$ cat config.mk
export PLATFORM = sky130hd
export DESIGN_NAME = run_sequencer
export DESIGN_NICKNAME = d
export VERILOG_FILES = /design/src/rtl/run_sequencer.sv
export SDC_FILE = /design/constraint.sdc
export NUM_CORES = 1
export LEC_CHECK = 0
export ABC_AREA = 1
export ABC_CLOCK_PERIOD_IN_PS = 5100
export CORE_MARGIN = 3
export CORE_UTILIZATION = 45
export CTS_CLUSTER_SIZE = 10
export DETAILED_ROUTE_END_ITERATION = 7
export MAX_ROUTING_LAYER = met4
export PLACE_DENSITY_LB_ADDON = 0.3
export SLEW_MARGIN = 10
export SYNTH_ARGS = -nofsm -noshare
export SYNTH_HDL_FRONTEND = slang
export SYNTH_SLANG_ARGS = --single-unit
$ cat constraint.sdc
create_clock -name clk -period 5.1 [get_ports clk]
set_input_delay 1.53 -clock clk [delete_from_list [all_inputs] [get_ports clk]]
set_output_delay 1.53 -clock clk [all_outputs]
set_load 0.05 [all_outputs]
$ cat src/rtl/run_sequencer.sv
// run_sequencer: host-facing run controller for the single-cycle core.
// Holds the core in reset while idle, grants the host the data-memory port,
// releases and times a run on request, and reports completion or timeout
// with a four-phase req/done handshake.
// Ports:
//   clk, reset           : clock, async active-high reset
//   req                  : host start request (level, four-phase)
//   core_done            : core end-of-program flag (used only in RUN)
//   core_rst, run        : core reset / core executing
//   done, timeout        : run finished / finished by budget exhaustion
//   cycles               : run-cycle count of last/current run
//   host_gnt             : host owns data memory
//   host_we/addr/wdat    : host memory port
//   core_we/addr/wdat    : core memory port
//   mem_we/addr/wdat     : muxed data-memory port
module run_sequencer #(
  parameter int unsigned    RST_CYC = 2,
  parameter int unsigned    CW      = 16,
  parameter logic [CW-1:0]  MAX_CYC = CW'(4000),
  parameter int unsigned    AW      = 8
) (
  input  logic          clk,
  input  logic          reset,
  input  logic          req,
  input  logic          core_done,
  output logic          core_rst,
  output logic          run,
  output logic          done,
  output logic          timeout,
  output logic [CW-1:0] cycles,
  output logic          host_gnt,
  input  logic          host_we,
  input  logic [AW-1:0] host_addr,
  input  logic [7:0]    host_wdat,
  input  logic          core_we,
  input  logic [AW-1:0] core_addr,
  input  logic [7:0]    core_wdat,
  output logic          mem_we,
  output logic [AW-1:0] mem_addr,
  output logic [7:0]    mem_wdat
);

  localparam int unsigned RW = (RST_CYC > 1) ? $clog2(RST_CYC) : 1;

  typedef enum logic [2:0] {
    IDLE = 3'd0,
    CRST = 3'd1,
    RUN  = 3'd2,
    FIN  = 3'd3,
    TOUT = 3'd4
  } state_t;

  state_t        state, state_d;
  logic [RW-1:0] rcnt, rcnt_d;
  logic [CW-1:0] cycles_d;

  // State, counters and state-decoded flags; flags are registered from the
  // next state so they change on the same edge as the state itself.
  always_ff @(posedge clk or posedge reset) begin
    if (reset) begin
      state    <= IDLE;
      rcnt     <= '0;
      cycles   <= '0;
      core_rst <= 1'b1;
      run      <= 1'b0;
      done     <= 1'b0;
      timeout  <= 1'b0;
      host_gnt <= 1'b1;
    end else begin
      state    <= state_d;
      rcnt     <= rcnt_d;
      cycles   <= cycles_d;
      core_rst <= (state_d != RUN);
      run      <= (state_d == RUN);
      done     <= (state_d == FIN) || (state_d == TOUT);
      timeout  <= (state_d == TOUT);
      host_gnt <= (state_d == IDLE) || (state_d == FIN) || (state_d == TOUT);
    end
  end

  // Next-state and counter update.
  always_comb begin
    state_d  = state;
    rcnt_d   = rcnt;
    cycles_d = cycles;
    case (state)
      IDLE: begin
        if (req) begin
          state_d  = CRST;
          cycles_d = '0;
          rcnt_d   = RW'(RST_CYC - 1);
        end
      end
      CRST: begin
        if (rcnt == '0) state_d = RUN;
        else            rcnt_d  = rcnt - RW'(1);
      end
      RUN: begin
        // Completion beats budget exhaustion; the done cycle is not counted.
        if (core_done) begin
          state_d = FIN;
        end else if (cycles == MAX_CYC - CW'(1)) begin
          state_d  = TOUT;
          cycles_d = MAX_CYC;
        end else begin
          cycles_d = cycles + CW'(1);
        end
      end
      FIN, TOUT: begin
        if (!req) state_d = IDLE;
      end
      default: state_d = IDLE;
    endcase
  end

  // Memory port mux: host when granted, core while running, and during core
  // reset the address follows the core but writes are blocked.
  always_comb begin
    mem_we   = 1'b0;
    mem_addr = core_addr;
    mem_wdat = core_wdat;
    if (host_gnt) begin
      mem_we   = host_we;
      mem_addr = host_addr;
      mem_wdat = host_wdat;
    end else if (run) begin
      mem_we   = core_we;
      mem_addr = core_addr;
      mem_wdat = core_wdat;
    end
  end

endmodule

==> impl_metrics.env, run 1 <==
export IMPL_cts_htree_levels=1
export IMPL_clkLatencyLatePin_ns=0.26
export IMPL_synth_avg_cell_area_sq_um=6.535
export IMPL_setup_viol=0
export IMPL_portBuffers=75
export IMPL_tightest_slew_ns=0.9545
export IMPL_dp_hpwl_microns=3787
export IMPL_grt_pass1_wl_microns=7376
export IMPL_grt_max_degree=26
export IMPL_clk_pin_slew_ns=0.08
export IMPL_synth_area_top_cells="dfrtp_1 34%, nand2_1 25%, inv_1 7.0%"
export IMPL_die_area_sq_um=4485
export IMPL_skew_ns=0.005902
export IMPL_outcome="finished, final reports clean"
export IMPL_initial_core_util_pct=48.23
export IMPL_p_leak_nw=1.208
export IMPL_drt_iter0_markers=89
export IMPL_core_sq_um=3468
export IMPL_cpLargestDelayFamily="buffers and inverters"
export IMPL_post_route_drc_count=0
export IMPL_p_per_area_nw_per_um2=441.3
export IMPL_synth_distinct_cells=29
export IMPL_cts_resized=0
export IMPL_numCtsBuffers=3
export IMPL_hp_class="reg -> reg"
export IMPL_antenna_cells=0
export IMPL_crit_type="in -> out"
export IMPL_post_cts_buffers=0
export IMPL_fillerInstances=289
export IMPL_cts_buffer_depth=2
export IMPL_num_rows=21
export IMPL_layout_common_cells="110 x nand2_1, 75 x clkdlybuf4s50_1, 31 x inv_1"
export IMPL_fin_cells=377
export IMPL_syn_num_nets=295
export IMPL_ys_seq_area_share_pct=37.55
export IMPL_first_pass_iters=4
export IMPL_layout_drive_gt1_share_pct=7.251
export IMPL_ys_seq_elements=25
export IMPL_final_min_clock_period_ns=4.464
export IMPL_slew_headroom_pct=36.30
export IMPL_required_ns=3.57
export IMPL_cts_sinks=25
export IMPL_synth_top_cell_by_area="dfrtp_1"
export IMPL_setup_tns_ns=0
export IMPL_report_final_slew_viol_count=0
export IMPL_crit_buf_inv=2
export IMPL_syn_to_final_growth_pct=49.59
export IMPL_globalplace_congestion=0.9630
export IMPL_drt_wl_total_microns=4681
export IMPL_finalCritPeriodShare_pct=87.53
export IMPL_worst_path_max_delay_cell="clkdlybuf4s50_1"
export IMPL_die_h_microns=66.97
export IMPL_ys_warn_count=0
export IMPL_cts_hold_buf=0
export IMPL_die_x_microns=66.97
export IMPL_end_kind="output port"
export IMPL_vdd_ir_drop_max_mv=0.3122
export IMPL_max_cap_violations=0
export IMPL_report_final_hold_viol_count=0
export IMPL_grt_pass1_vias=1622
export IMPL_cp_slowest_stage_delay_ns=0.80
export IMPL_grt_usage_pct=21.58
export IMPL_cts_tree="built"
export IMPL_layout_commonest_cell="nand2_1"
export IMPL_max_freq_ghz=0.2240
export IMPL_post_drt_via_cell_ratio=4.862
export IMPL_root_buffer="clkbuf_8"
export IMPL_grt_overflow=0
export IMPL_cp_start_kind="input port"
export IMPL_netlist_area_sq_um=1673
export IMPL_rsz0062_at_grt="false"
export IMPL_wl_per_cell_microns=12.42
export IMPL_crit_arrival_ns=2.93
export IMPL_dr_total_vias=1833
export IMPL_path_common_cell="clkdlybuf4s50_1"
export IMPL_synthCells=256
export IMPL_critical_path_peak_fanout=1
export IMPL_synth_top_area_share_pct=34.41
export IMPL_finalNetCount=371
export IMPL_antenna_found_initial=0
export IMPL_dp_cells=373
export IMPL_final_antenna_net_count=0
export IMPL_crit_chain="clkdlybuf4s50_1, nand3_1, nand2_1, clkdlybuf4s50_1"
export IMPL_pin_count=76
worst register-to-register path, cell delays in order (launching register included):
cell and delay, ns:
dfrtp_1 0.46, ha_1 0.28, nand2_2 0.10, nor2_4 0.17
nand2_2 0.10, nor2_4 0.16, nand2_1 0.08, nand2_1 0.06
nand2_1 0.04, nand2_1 0.05, o21ai_1 0.06
final cells by class:
class / instances / area [sq um] / area share, %
clock buffers: 4 / 45.04 / 1.800
inverters: 35 / 131.4 / 5.250
multi-input cells: 192 / 889.6 / 35.55
flip-flops and latches: 25 / 628.1 / 25.10
well taps: 46 / 57.56 / 2.300
repair buffers: 75 / 750.7 / 30.00
path summary, 6_finish.rpt:
path / cells after the start / slack (ns) / start / endpoint
min reg2reg: 2 / 0.52 / rcnt / rcnt
max in group asynchronous: 2 / 2.73 / reset / cycles[13]
min: 2 / 0.52 / rcnt / rcnt
max: 4 / 0.64 / core_we / mem_we
max reg2reg: 10 / 3.44 / cycles[0] / cycles[10]
min in group asynchronous: 2 / 1.78 / reset / cycles[6]
sequential cells by signal (all words and copies together) (netlist names):
| register | count |
|---|---|
| core_rst | 1 |
| state | 3 |
| timeout | 1 |
| host_gnt | 1 |
| run | 1 |
| rcnt | 1 |
| done | 1 |
| cycles | 16 |
power breakdown:
part	leakage (nW)	internal, mW	switching, mW
clock network	0.0228	0.0557	0.0572
registers	0.334	0.236	0.0526
logic	0.852	0.222	0.480
total	1.21	0.514	0.590
kinds of logic after synthesis:
family / share of synthesized area (%)
xor+xnor: 2.095
compound gates: 6.657
fa+ha+maj: 0.7478
simple gates: 43.68
buf+inv: 9.273
flops: 37.55
Yosys cell counts:
cell and instances:
nand2_1 110, inv_1 31, dfrtp_1 23, nand3_1 19
nor2_1 19, o21ai_0 8, nand2_2 5, nand4_1 4
o21ai_1 4, a21oi_2 3, inv_2 3, nor3_1 3
a21oi_1 2, dfstp_2 2, nand2_4 2, nor2_2 2
nor2_4 2, xnor2_1 2, xor2_1 2, and2_1 1
buf_1 1, buf_2 1, buf_6 1, clkbuf_1 1
clkinv_1 1, ha_1 1, nor3_4 1, o21ai_2 1
o22ai_1 1
per-stage QoR:
stage          power (mW)  hold WS [ns]  setup slack (ns)  util [%]  instance area (sq um)
3_3_place_gp       0.9884        0.4861            0.6574     70.85                   2457
2_1_floorplan      0.7728        0.4663             1.626         -                   1673
3_5_place_dp       0.9967        0.5071            0.6355     70.85                   2457
4_1_cts             1.110        0.5254            0.6362     72.15                   2502
5_1_grt             1.169        0.5410            0.5798     72.15                   2502
6_report            1.104        0.5238            0.6362     72.15                   2502
metal layers:
layer	wire [microns]	global-route usage (%)	share of wire, %	vias up
met5	0	-	0	-
met4	78	6.076	1.7	0
met3	459	4.553	9.8	11
met2	2175	33.79	46	67
met1	1967	28.20	42	818
li1	-	-	-	937
(Power assumes the default switching activity.)
==> inputs of run 2 (changes only) <==
Settings changed: CTS_BUF_LIST from default to sky130_fd_sc_hd__clkbuf_8.
==> run 2 against run 1 <==
Compared with the run above:
- flip-flop and latch count unchanged
- global-route usage did not move
- clock skew about the same
- sequential power about the same
- final cell count stayed put
- routed wire length grew 0.11%
- combinational power hardly changed
- die area unchanged
- first-iteration DRC count fell by 1.1%
- power fell by 0.15%
- register-to-register slack about the same
- worst setup slack unchanged
- critical path type unchanged
==> impl_metrics.env, run 2 (synthesized netlist as in run 1, its figures left out) <==
export IMPL_postPlaceCellArea_sq_um=2457
export IMPL_cts_tree="built"
export IMPL_root_buffer="clkbuf_8"
export IMPL_hold_start="rcnt"
export IMPL_required_ns=3.57
export IMPL_p_per_area_nw_per_um2=440.7
export IMPL_dr_total_vias=1838
export IMPL_post_cts_buffers=0
export IMPL_r2r_start="cycles[0]"
export IMPL_core_sq_um=3468
export IMPL_max_freq_ghz=0.2240
export IMPL_dp_hpwl_microns=3787
export IMPL_antenna_cells=0
export IMPL_end_kind="output port"
export IMPL_grt_pass1_vias=1622
export IMPL_tightest_slew_ns=0.9545
export IMPL_cts_resized=0
export IMPL_r2r_worst_path_cells=10
export IMPL_regToRegEndpoint="cycles[10]"
export IMPL_grt_busiest_layer="met2"
export IMPL_clkLatencyLatePin_ns=0.26
export IMPL_cts_hold_buf=0
export IMPL_vdd_ir_drop_max_mv=0.3122
export IMPL_num_rows=21
export IMPL_cts_sinks=25
export IMPL_cts_buffer_depth=2
export IMPL_slew_headroom_pct=36.30
export IMPL_fin_area_sq_um=2502
export IMPL_max_cap_violations=0
export IMPL_final_min_clock_period_ns=4.464
export IMPL_die_x_microns=66.97
export IMPL_pin_count=76
export IMPL_regMostFlops="cycles"
export IMPL_finalNetCount=371
export IMPL_numCtsBuffers=3
export IMPL_grtUsageMet1_pct=28.20
export IMPL_grt_max_degree=26
export IMPL_die_area_sq_um=4485
export IMPL_layout_common_cells="110 x nand2_1, 75 x clkdlybuf4s50_1, 32 x inv_1"
export IMPL_reg_top3="cycles: 16 flops, state: 3 flops"
export IMPL_largest_reg_flops=16
export IMPL_crit_end="mem_we"
export IMPL_post_route_drc_count=0
export IMPL_hp_class="reg -> reg"
export IMPL_drt_iter0_markers=88
export IMPL_globalplace_congestion=0.9630
export IMPL_die_h_microns=66.97
export IMPL_initial_core_util_pct=48.23
export IMPL_final_antenna_net_count=0
export IMPL_post_drt_via_cell_ratio=4.875
export IMPL_cts_htree_levels=1
export IMPL_crit_arrival_ns=2.93
export IMPL_grt_overflow=0
export IMPL_first_pass_iters=4
export IMPL_finalCritPeriodShare_pct=87.53
export IMPL_layout_drive_gt1_share_pct=7.251
export IMPL_grt_util_met3_pct=4.553
export IMPL_skew_ns=0.006211
export IMPL_setup_tns_ns=0
export IMPL_cp_startpoint="core_we"
export IMPL_antenna_found_initial=0
export IMPL_fin_cells=377
export IMPL_rrSetupSlack_ns=3.44
export IMPL_wl_per_cell_microns=12.43
export IMPL_syn_to_final_growth_pct=49.59
export IMPL_grt_use_met2_pct=33.79
export IMPL_dp_cells=373
export IMPL_setup_viol=0
export IMPL_cp_start_kind="input port"
export IMPL_report_final_hold_viol_count=0
export IMPL_drt_wl_total_microns=4686
export IMPL_rsz0062_at_grt="false"
export IMPL_layout_commonest_cell="nand2_1"
export IMPL_critical_path_peak_fanout=1
export IMPL_grt_pass1_wl_microns=7376
export IMPL_portBuffers=75
export IMPL_report_final_slew_viol_count=0
export IMPL_grt_usage_pct=21.58
export IMPL_outcome="finished, final reports clean"
export IMPL_p_leak_nw=1.212
export IMPL_crit_type="in -> out"
export IMPL_clk_pin_slew_ns=0.08
==> run 2: changes by cell type in the layout (fill, tap and decap cells not counted), sizes merged <==
cell	change
clkbuf	-1
inv	+1
==> run 2: worst max-delay path, cell delays in order <==
cell and delay [ns]:
clkdlybuf4s50_1 0.45, nand3_1 0.07, nand2_1 0.08, clkdlybuf4s50_1 0.80
==> run 2: layer usage <==
layer	up-vias	wire, microns
met1	822	1969
met4	0	78
met2	67	2178
li1	938	-
met3	11	459
met5	-	0
==> run 2: area by class of cell <==
class,instances,area [sq um]
Fill cell,289,965.9
Multi-Input combinational cell,192,889.6
Timing Repair Buffer,75,750.7
Sequential cell,25,628.1
Inverter,35,131.4
Tap cell,46,57.56
Clock buffer,3,41.29
Clock inverter,1,3.754
==> run 2: through the flow <==
stage          util, %  hold slack, ns  power [mW]  setup slack, ns
2_1_floorplan        -          0.4663      0.7728            1.626
3_3_place_gp     70.85          0.4861      0.9884           0.6574
3_5_place_dp     70.85          0.5071      0.9967           0.6355
4_1_cts          72.15          0.5254       1.108           0.6362
5_1_grt          72.15          0.5410       1.168           0.5798
6_report         72.15          0.5238       1.103           0.6362
==> run 2: worst min-delay path by stage <==
stage / cells after the start / slack, ns / to
floorplan: 2 / 0.47 / rcnt
global placement: 2 / 0.49 / rcnt
detailed placement: 2 / 0.51 / rcnt
CTS: 2 / 0.53 / rcnt
global route: 2 / 0.54 / rcnt
finish: 2 / 0.52 / rcnt
==> run 2: report_power, final <==
group	switching (mW)	internal, mW	total [mW]
registers	0.0528	0.236	0.289
logic	0.480	0.222	0.702
clock network	0.0574	0.0537	0.111
==> inputs of run 3 (changes only) <==
Settings changed: CAP_MARGIN from default to 40.
==> run 3 against run 2 <==
Compared with the run above:
- power increased by 0.32%
- die area unchanged
- maximum frequency increased by 0.16%
- global-route usage increased by 0.74 points
- highest routed layer unchanged
- worst setup slack improved by 0.0070 ns
- clock skew decreased by 0.0026 ns
- sequential share of layout area decreased by 0.15 points
- first-iteration DRC count increased by 34%
- via count increased by 0.33%
- largest cell class unchanged
- clock-buffer cell count unchanged
- register-to-register slack about the same
- core utilization increased by 0.43 points
==> impl_metrics.env, run 3 (synthesized netlist as in run 1, its figures left out) <==
export IMPL_cts_htree_levels=1
export IMPL_reg_top3="cycles: 16 flops, state: 3 flops"
export IMPL_drt_iter0_markers=118
export IMPL_grt_usage_pct=22.32
export IMPL_report_final_slew_viol_count=0
export IMPL_globalplace_congestion=0.9630
export IMPL_max_freq_ghz=0.2244
export IMPL_cp_start_kind="input port"
export IMPL_num_rows=21
export IMPL_wl_per_cell_microns=12.66
export IMPL_skew_ns=0.003644
export IMPL_hp_class="reg -> reg"
export IMPL_final_min_clock_period_ns=4.457
export IMPL_path_common_cell="clkdlybuf4s50_1"
export IMPL_end_kind="output port"
export IMPL_cpLargestDelayFamily="buffers and inverters"
export IMPL_core_sq_um=3468
export IMPL_die_area_sq_um=4485
export IMPL_largest_reg_flops=16
export IMPL_report_final_hold_viol_count=0
export IMPL_crit_buf_inv=2
export IMPL_cts_tree="built"
export IMPL_syn_to_final_growth_pct=50.49
export IMPL_numCtsBuffers=3
export IMPL_rrSetupSlack_ns=3.45
export IMPL_grt_pass1_wl_microns=7452
export IMPL_cts_hold_buf=0
export IMPL_layout_drive_gt1_share_pct=7.530
export IMPL_worst_path_max_delay_cell="clkdlybuf4s50_1"
export IMPL_grt_pass1_vias=1616
export IMPL_clk_pin_slew_ns=0.08
export IMPL_antenna_cells=0
export IMPL_grt_max_degree=20
export IMPL_max_cap_violations=0
export IMPL_crit_chain="clkdlybuf4s50_1, nand3_1, nand2_1, clkdlybuf4s50_1"
export IMPL_rsz0062_at_grt="false"
export IMPL_p_per_area_nw_per_um2=439.5
export IMPL_post_cts_buffers=0
export IMPL_initial_core_util_pct=48.23
export IMPL_finalCritPeriodShare_pct=87.39
export IMPL_p_total_mw=1.106
export IMPL_cp_slowest_stage_delay_ns=0.80
export IMPL_portBuffers=75
export IMPL_finalNetCount=372
export IMPL_p_leak_nw=1.220
export IMPL_layout_common_cells="110 x nand2_1, 75 x clkdlybuf4s50_1, 32 x inv_1"
export IMPL_first_pass_iters=4
export IMPL_cts_buffer_depth=2
export IMPL_root_buffer="clkbuf_8"
export IMPL_post_drt_via_cell_ratio=4.878
export IMPL_tightest_slew_ns=0.5273
export IMPL_critical_path_peak_fanout=1
export IMPL_slew_headroom_pct=64.81
export IMPL_setup_tns_ns=0
export IMPL_dp_hpwl_microns=3825
export IMPL_required_ns=3.57
export IMPL_clkLatencyLatePin_ns=0.27
export IMPL_vdd_ir_drop_max_mv=0.3355
export IMPL_setup_viol=0
export IMPL_die_x_microns=66.97
export IMPL_cts_sinks=25
export IMPL_post_route_drc_count=0
export IMPL_pin_count=76
export IMPL_regMostFlops="cycles"
export IMPL_drt_wl_total_microns=4786
export IMPL_antenna_found_initial=0
export IMPL_grt_overflow=0
export IMPL_crit_type="in -> out"
export IMPL_cts_resized=0
export IMPL_final_antenna_net_count=0
export IMPL_outcome="finished, final reports clean"
export IMPL_dr_total_vias=1844
export IMPL_layout_commonest_cell="nand2_1"
export IMPL_die_h_microns=66.97
export IMPL_crit_arrival_ns=2.93
run 3: layout make-up:
type,count,area (sq um)
Multi-Input combinational cell,192,889.6
Clock inverter,1,3.754
Inverter,35,131.4
Tap cell,46,57.56
Sequential cell,25,628.1
Clock buffer,3,41.29
Fill cell,285,950.9
Timing Repair Buffer,76,765.7
run 3: worst reg2reg max path: stages, from the launching register on:
cell and delay [ns]:
dfrtp_1 0.47, ha_1 0.28, nand2_2 0.10, nor2_4 0.17, nand2_2 0.10, nor2_4 0.16, nand2_1 0.07, nand2_1 0.06
nand2_1 0.04, nand2_1 0.05, o21ai_1 0.05
run 3: where the power goes:
group | leakage [nW] | total [mW] | switching, mW | internal (mW)
combinational | 0.859 | 0.702 | 0.479 | 0.223
clock | 0.0269 | 0.114 | 0.0602 | 0.0538
sequential | 0.334 | 0.290 | 0.0541 | 0.236
total | 1.22 | 1.11 | 0.593 | 0.513
run 3: final timing paths:
path	startpoint	endpoint	cells past startpoint
max reg2reg	cycles[0]	cycles[10]	10
max	core_we	mem_we	4
min in group asynchronous	reset	cycles[6]	2
min	rcnt	rcnt	2
max in group asynchronous	reset	cycles[13]	3
min reg2reg	rcnt	rcnt	2
run 3: per-layer routing:
metal | wire [microns] | part of all wire, % | track usage (%) | vias up
li1 | - | - | - | 939
met1 | 1973 | 41 | 29.30 | 820
met2 | 2232 | 47 | 33.79 | 71
met3 | 476 | 9.9 | 5.396 | 14
met4 | 104 | 2.2 | 7.342 | 0
met5 | 0 | 0 | - | -
run 3: per-stage QoR:
step	hold slack (ns)	area (sq um)	util [%]	worst slack [ns]	std cells
after floorplan	0.4663	1673	-	1.626	256
after global placement	0.4861	2457	70.85	0.6574	373
after detailed placement	0.5110	2472	71.28	0.6455	374
after CTS	0.5278	2517	72.58	0.6413	378
after global routing	0.5379	2517	72.58	0.5794	378
final	0.5300	2517	72.58	0.6431	378
